`src/rtl/sha256_block_ctrl.sv`:
```
// SHA-256 block controller.
// Gathers one 512-bit block (16 words) from a valid/ready stream into a local
// buffer, then replays it gap-free into the message schedule while driving
// the hash core's round strobes, IV load and H update. Multi-block messages
// loop back to FILL until a block tagged with in_last completes.
module sha256_block_ctrl #(
  parameter int WORD_W      = 32,
  parameter int BLOCK_WORDS = 16,
  parameter int ROUNDS      = 64
) (
  input  logic              clk,
  input  logic              reset,
  input  logic              start,
  input  logic [WORD_W-1:0] in_data,
  input  logic              in_valid,
  input  logic              in_last,
  output logic              in_ready,
  output logic [WORD_W-1:0] ms_data,
  output logic              ms_write_enable,
  output logic              ms_inner_busy,
  output logic              core_init,
  output logic              core_round_en,
  output logic [5:0]        round_idx,
  output logic              core_update,
  output logic              done,
  output logic              busy
);

  typedef enum logic [2:0] {
    IDLE  = 3'd0,
    FILL  = 3'd1,
    RUN   = 3'd2,
    FINAL = 3'd3,
    DONE  = 3'd4
  } state_t;

  // RUN counts 0..ROUNDS inclusive: the extra cycle drains the schedule's
  // one-cycle latency so the last round strobe lines up with cnt==ROUNDS.
  localparam logic [6:0] CNT_LAST  = 7'(ROUNDS);
  localparam logic [6:0] CNT_WR    = 7'(BLOCK_WORDS);
  localparam logic [3:0] WPTR_LAST = 4'(BLOCK_WORDS - 1);

  state_t            state;
  state_t            state_nxt;
  logic [3:0]        wptr;
  logic [6:0]        cnt;
  logic              last_flag;
  logic              accept;
  logic              init_p1;
  logic              round_en_p1;
  logic [5:0]        round_idx_p1;
  logic [WORD_W-1:0] blk_buf [BLOCK_WORDS];

  // State register.
  always_ff @(posedge clk or posedge reset) begin
    if (reset) state <= IDLE;
    else       state <= state_nxt;
  end

  // Next-state decode and combinational outputs.
  always_comb begin
    state_nxt       = state;
    in_ready        = 1'b0;
    accept          = 1'b0;
    ms_data         = '0;
    ms_write_enable = 1'b0;
    ms_inner_busy   = 1'b0;
    core_update     = 1'b0;
    done            = 1'b0;
    busy            = (state != IDLE);
    case (state)
      IDLE: begin
        if (start) state_nxt = FILL;
      end
      FILL: begin
        in_ready = 1'b1;
        accept   = in_valid;
        if (in_valid && (wptr == WPTR_LAST)) state_nxt = RUN;
      end
      RUN: begin
        ms_inner_busy = (cnt < CNT_LAST);
        if (cnt < CNT_WR) begin
          ms_write_enable = 1'b1;
          ms_data         = blk_buf[cnt[3:0]];
        end
        if (cnt == CNT_LAST) state_nxt = FINAL;
      end
      FINAL: begin
        core_update = 1'b1;
        state_nxt   = last_flag ? DONE : FILL;
      end
      DONE: begin
        done      = 1'b1;
        state_nxt = IDLE;
      end
      default: state_nxt = IDLE;
    endcase
  end

  // Control counters, final-block flag and the schedule-latency pipeline.
  always_ff @(posedge clk or posedge reset) begin
    if (reset) begin
      wptr         <= '0;
      cnt          <= '0;
      last_flag    <= 1'b0;
      init_p1      <= 1'b0;
      round_en_p1  <= 1'b0;
      round_idx_p1 <= '0;
    end else begin
      // IV load only on the IDLE->FILL transition, never on later blocks.
      init_p1 <= (state == IDLE) && start;
      if (accept) begin
        wptr <= (wptr == WPTR_LAST) ? 4'd0 : wptr + 4'd1;
        if (wptr == WPTR_LAST) last_flag <= in_last;
      end
      if (state == RUN) cnt <= (cnt == CNT_LAST) ? 7'd0 : cnt + 7'd1;
      else              cnt <= '0;
      // ---- stage p1: schedule output Wt is valid one cycle after its feed
      round_en_p1  <= ms_inner_busy;
      round_idx_p1 <= cnt[5:0];
    end
  end

  // Block buffer; contents need no reset.
  always_ff @(posedge clk) begin
    if (accept) blk_buf[wptr] <= in_data;
  end

  assign core_init     = init_p1;
  assign core_round_en = round_en_p1;
  assign round_idx     = round_idx_p1;

endmodule
```
`config.mk`:
```
export PLATFORM = sky130hd
export DESIGN_NAME = sha256_block_ctrl
export DESIGN_NICKNAME = d
export VERILOG_FILES = /design/src/rtl/sha256_block_ctrl.sv
export SDC_FILE = /design/constraint.sdc
export NUM_CORES = 1
export LEC_CHECK = 0
export ABC_AREA = 1
export ABC_CLOCK_PERIOD_IN_PS = 4200
export BUFFER_PORTS_ARGS = -buffer_cell sky130_fd_sc_hd__buf_2
export CORE_UTILIZATION = 55
export DETAILED_ROUTE_END_ITERATION = 12
export GPL_ROUTABILITY_DRIVEN = 0
export PLACE_DENSITY_LB_ADDON = 0.3
export SYNTH_ARGS = -nofsm -noshare
export SYNTH_HDL_FRONTEND = slang
export SYNTH_SLANG_ARGS = --single-unit
```
`constraint.sdc`:
```
create_clock -name clk -period 4.2 [get_ports clk]
set_input_delay 0.42 -clock clk [delete_from_list [all_inputs] [get_ports clk]]
set_output_delay 0.42 -clock clk [all_outputs]
set_load 0.03 [all_outputs]
```
# Yosys cells after proc, flatten, opt, wreduce, memory -nomap -nowiden
# Memories as Yosys holds them, arrays and structs flattened.
# Cells that the tools add are included.
op_classes:
  n_addsub: 2
  n_lt_le_gt_ge: 2
  eq_ne: 9
  n_mux: 19
  n_reduce_logical: 6
op_table:
  columns: ["operator", "n"]
  rows:
  - ["$mux W32", 2]
  - ["$mux W7", 2]
  - ["$mux W3", 4]
  - ["$pmux W3 S4", 1]
  - ["$mux W1", 9]
  - ["$add A7 B1 Y7 const B", 1]
  - ["$eq A7 B7 Y1 const B", 1]
  - ["$lt A7 B5 Y1 const B", 1]
  - ["$lt A7 B7 Y1 const B", 1]
  - ["$eq A3 B2 Y1 const B", 2]
  - ["$ne A2 B2 Y1 const B", 3]
  - ["$add A4 B1 Y4 const B", 1]
  - ["$eq A4 B4 Y1 const B", 1]
  - ["$mux W4", 1]
  - ["$eq A3 B1 Y1 const B", 1]
  - ["$eq A3 B3 Y1 const B", 1]
  - ["$logic_not A3 Y1", 1]
  - ["$reduce_and A3 Y1", 1]
  - ["$reduce_bool A3 Y1", 1]
  - ["$logic_and A1 B1 Y1", 2]
  - ["$reduce_and A2 Y1", 1]
totals:
  ff_bits: 23
  ramBits: 512
  inputBits: 37
  output_inout_bits: 46
  wordCells: 46
  memories: 1
memory_table:
  columns: ["name", "words", "width", "rd", "rd_clocked_by_memory_dff", "wr", "line", "source"]
  rows:
  - ["blk_buf", 16, 32, 1, 0, 1, "52", "logic [WORD_W-1:0] blk_buf [BLOCK_WORDS];"]

# Longest topological paths before layout
depth:
  word_depth: 4
  mapped_depth: 11

# Worst setup path before layout
# OpenSTA, ideal clock, no wires.
synth_timing:
  path_kind: "register to register"
  from: "register state[2]"
  to: "memory blk_buf[3][0] (enable)"
  setup_ns: 0.461
  t_arrival_ns: 3.274
  required_ns: 3.739
  setup_slack_ns: 0.465
  path_stages_with_launch: 4
  n_path_buf: 0
  cell_sequence: "dfrtp_1 > nor3_4 > nand2_2 > nor3_1"
synth_between:
  elab_chain_cells: 4
synth_rtl:
  columns: ["item", "line", "source"]
  rows:
  - ["start: declaration", "43", "state_t state;"]
  - ["start signal: assignment", "57", "else state <= state_nxt;"]
  - ["$eq A3 B1 Y1", "71", "case (state)"]
  - ["$mux W1", "71", null]
  - ["$mux W1", "126", "if (accept) blk_buf[wptr] <= in_data;"]
  - ["$mux W1 (implied by the code)", "126", null]
  - ["end: declaration", "52", null]
# Every way passes these cells.

# Final worst setup path
layout_timing:
  from: "register cnt[2]"
  to: "output ms_data[20]"
layout_between:
  elab_chain_cells: 3
  elab_cells_between_ends: 4
layout_rtl:
  columns: ["item", "line", "source"]
  rows:
  - ["start: declaration", "46", "logic [6:0] cnt;"]
  - ["start signal: assignment", "116", "if (state == RUN) cnt <= (cnt == CNT_LAST) ? 7'd0 : cnt + 7'd1;"]
  - ["$lt A7 B5 Y1 or $mem_v2 Z16 W32 (tied branches)", null, null]
  - ["$mux W32 *", "82", "if (cnt < CNT_WR) begin"]
  - ["$mux W32 *", "71", null]
  - ["end: declaration", "18", "output logic [WORD_W-1:0] ms_data,"]
# Every way passes the cells marked *; elsewhere a longest branch is shown, timed or not.

==> results.json <==
{
  "synth.avg_cell_area_um2": 10.3,
  "crit_chain": "inv_1 > nor2_4 > buf_4 > nand2_1 > nand2_1 > inv_1 > a21oi_2 > buf_2",
  "synth_edf_count": 512,
  "grt_usage_pct": 25.1,
  "num-fill-cells": 3106,
  "antenna_found_initial": 0,
  "cts_root_buf": "clkbuf_16",
  "port_buffers": 82,
  "drive_gt1_share_pct": 10.7,
  "die-width_um": 208,
  "rsz0062_at_grt": "false",
  "ir_drop_uv": 407,
  "max_stage_delay_ns": 0.85,
  "numCtsBuffers": 53,
  "slew_viol_final": 0,
  "grt_pass1_wl_um": 82800,
  "grt_pass1_vias": 15000,
  "cp-start-kind": "flip-flop",
  "async_reset_ff_share_pct": 4.30,
  "final_util_pct": 62.9,
  "vias_per_cell": 5.26,
  "clock_skew_ns": 0.0138,
  "crit_required_ns": 3.78,
  "path_clk_slew_ns": 0.06,
  "crit_fanout": 25,
  "synthFlopType": "edfxtp_1",
  "endpoint_kind": "output port",
  "ant_nets": 0,
  "fin_crit_ns": 3.47,
  "cts.sinks": 535,
  "multi_input_area_mm2": 0.00535,
  "yosysWarnings": 0,
  "synth_area_leaders": "edfxtp_1 (66%), nand2_1 (14%), inv_1 (5.9%)",
  "crit_buf_inv": 4,
  "crit_family": "buffers and inverters",
  "clk_latency_ns": 0.58,
  "seq_area_mm2": 0.0160,
  "powerDensity_mw_per_mm2": 546,
  "chipHeight_um": 208,
  "wl_per_cell_um": 18.4,
  "drt_wl_total_um": 53500,
  "num_antenna_cells": 0,
  "max_freq_mhz": 288,
  "cts_tree": "done",
  "yosys.area.top_type_share_pct": 66.2,
  "seq_area_frac_synth_pct": 68.6,
  "core_area_mm2": 0.0412,
  "drc_errors": 0,
  "hold_class": "primary input to async pin",
  "grt-ovfl-total": 0,
  "status": "finished, final reports clean",
  "tightest_slew_ns": 1.02,
  "synthTopCellsByCount": "nand2_1 (883), edfxtp_1 (512), inv_1 (368), nand3_1 (262), buf_2 (56)",
  "post_cts_resized": 0,
  "setup_viol": 0,
  "syn_inst": 2255,
  "grt_max_degree": 191,
  "rows": 74,
  "clock_path_buffers": 3,
  "synth.most_common_cell": "nand2_1",
  "ioPinCount": 83,
  "fin_crit_sh_pct": 82.7,
  "dr.pass1.iters": 5,
  "cts_max_level": 2,
  "hold_buffers": 0,
  "r2r_start": "state[2]",
  "dieArea_mm2": 0.0431,
  "synth_cell_types": 31,
  "relSlewSlack_pct": 32.0,
  "areaGrowthSynthToFinish_pct": 11.6,
  "nets": 2371,
  "post-cts-setup-buffers": 0,
  "leakagePower_nw": 11.2,
  "tns_ns": 0,
  "max-cap-violations": 0,
  "critPathSlowestCell": "dfrtp_2",
  "syn_nets": 2298,
  "crit_arrival_ns": 3.05,
  "drtIter0Drc": 1357,
  "vias": 15300,
  "finalHoldViolations": 0,
  "yosys.area.top_type": "edfxtp_1",
  "start_util_pct": 56.4,
  "ys_seq_elements": 535,
  "syn_area_mm2": 0.0232,
  "crit_path_start": "cnt[2]",
  "path_class": "flip-flop to output port",
  "dp_hpwl_um": 29200
}
==> state kept, by name (all words and copies together) (netlist names) <==
signal,cells
blk_buf,512
cnt,7
round_idx,6
wptr,4
state,3
core_init,1
core_round_en,1
last_flag,1
==> where the power goes <==
part           internal (mW)  switching [mW]  leakage (nW)  total, mW
logic                  0.839            2.32          5.46       3.16
clock network           2.86            1.95         0.862       4.81
registers               6.11          0.0954          4.90       6.20
==> path summary, 6_finish.rpt <==
| path | slack, ns | cells after the start | end |
|---|---|---|---|
| max | 0.73 | 8 | ms_data[20] |
| min | 0.02 | 2 | wptr[3] |
| max reg2reg | 1.47 | 6 | blk_buf[6][18] |
| min reg2reg | 0.48 | 0 | round_idx[5] |
| max in group asynchronous | 3.51 | 2 | cnt[0] |
| min in group clk | 0.07 | 3 | last_flag |
==> final cells by class <==
class                   count  share of cell area [%]
repair buffers            123                    2.91
multi-input cells        1239                    20.6
inverters                 376                    5.47
flip-flops and latches    535                    61.6
clock buffers              59                    5.37
clock inverters            39                    1.48
well taps                 532                    2.57
==> stage by stage <==
| step | area (um2) | hold slack, ns | power, mW | setup slack [ns] | cells |
|---|---|---|---|---|---|
| finish | 25900 | 0.0245 | 14.2 | 0.726 | 2903 |
| detailed placement | 24200 | 0.475 | 9.44 | 1.37 | 2805 |
| global route | 25900 | 0.0637 | 14.8 | 0.609 | 2903 |
| CTS | 25900 | 0.0360 | 14.2 | 0.741 | 2903 |
| global placement | 24200 | 0.460 | 9.38 | 1.42 | 2805 |
| floorplan | 23200 | 0.349 | 8.69 | 0.465 | 2255 |
==> cells by family (layout without fill, tap and decap cells) <==
kind of cell,after synthesis,after routing,synth area share [%]
flops,535,535,68.6
fa+ha+maj,6,6,0.323
xor+xnor,2,2,0.0754
compound gates,41,41,1.23
buf+inv,481,597,8.86
simple gates,1190,1190,20.9
==> placed cells by master, fill, tap and decap left out <==
cell | netlist | final
a21oi_1 | 14 | 14
a21oi_2 | 20 | 20
a31oi_1 | 1 | 1
buf_12 | 0 | 3
buf_2 | 56 | 82
buf_4 | 6 | 38
bufinv_16 | 0 | 8
clkbuf_1 | 11 | 4
clkbuf_16 | 0 | 55
clkinv_1 | 0 | 19
clkinv_2 | 0 | 8
clkinvlp_4 | 0 | 3
dfrtp_1 | 23 | 19
dfrtp_2 | 0 | 2
dfrtp_4 | 0 | 2
edfxtp_1 | 512 | 512
ha_1 | 6 | 6
inv_1 | 368 | 367
inv_2 | 7 | 7
inv_4 | 1 | 1
inv_6 | 0 | 2
nand2_1 | 883 | 882
nand2_2 | 1 | 2
nand3_1 | 262 | 262
nand3b_1 | 1 | 1
nand4_1 | 1 | 1
nor2_1 | 26 | 12
nor2_4 | 0 | 16
nor3_1 | 9 | 7
nor3_2 | 1 | 3
nor3_4 | 1 | 1
nor3b_1 | 2 | 2
nor4_1 | 1 | 1
o21ai_0 | 4 | 4
o21ai_1 | 1 | 1
o21ai_2 | 1 | 1
xnor2_1 | 1 | 1
xor2_1 | 1 | 1
==> routing by layer <==
layer	vias up	share of wire [%]	global-route usage [%]
li1	7340	-	-
met1	7236	41	33.5
met2	590	49	42.1
met3	114	7.4	3.49
met4	0	3.0	9.11
met5	-	0	0
(Power assumes the default switching activity.)
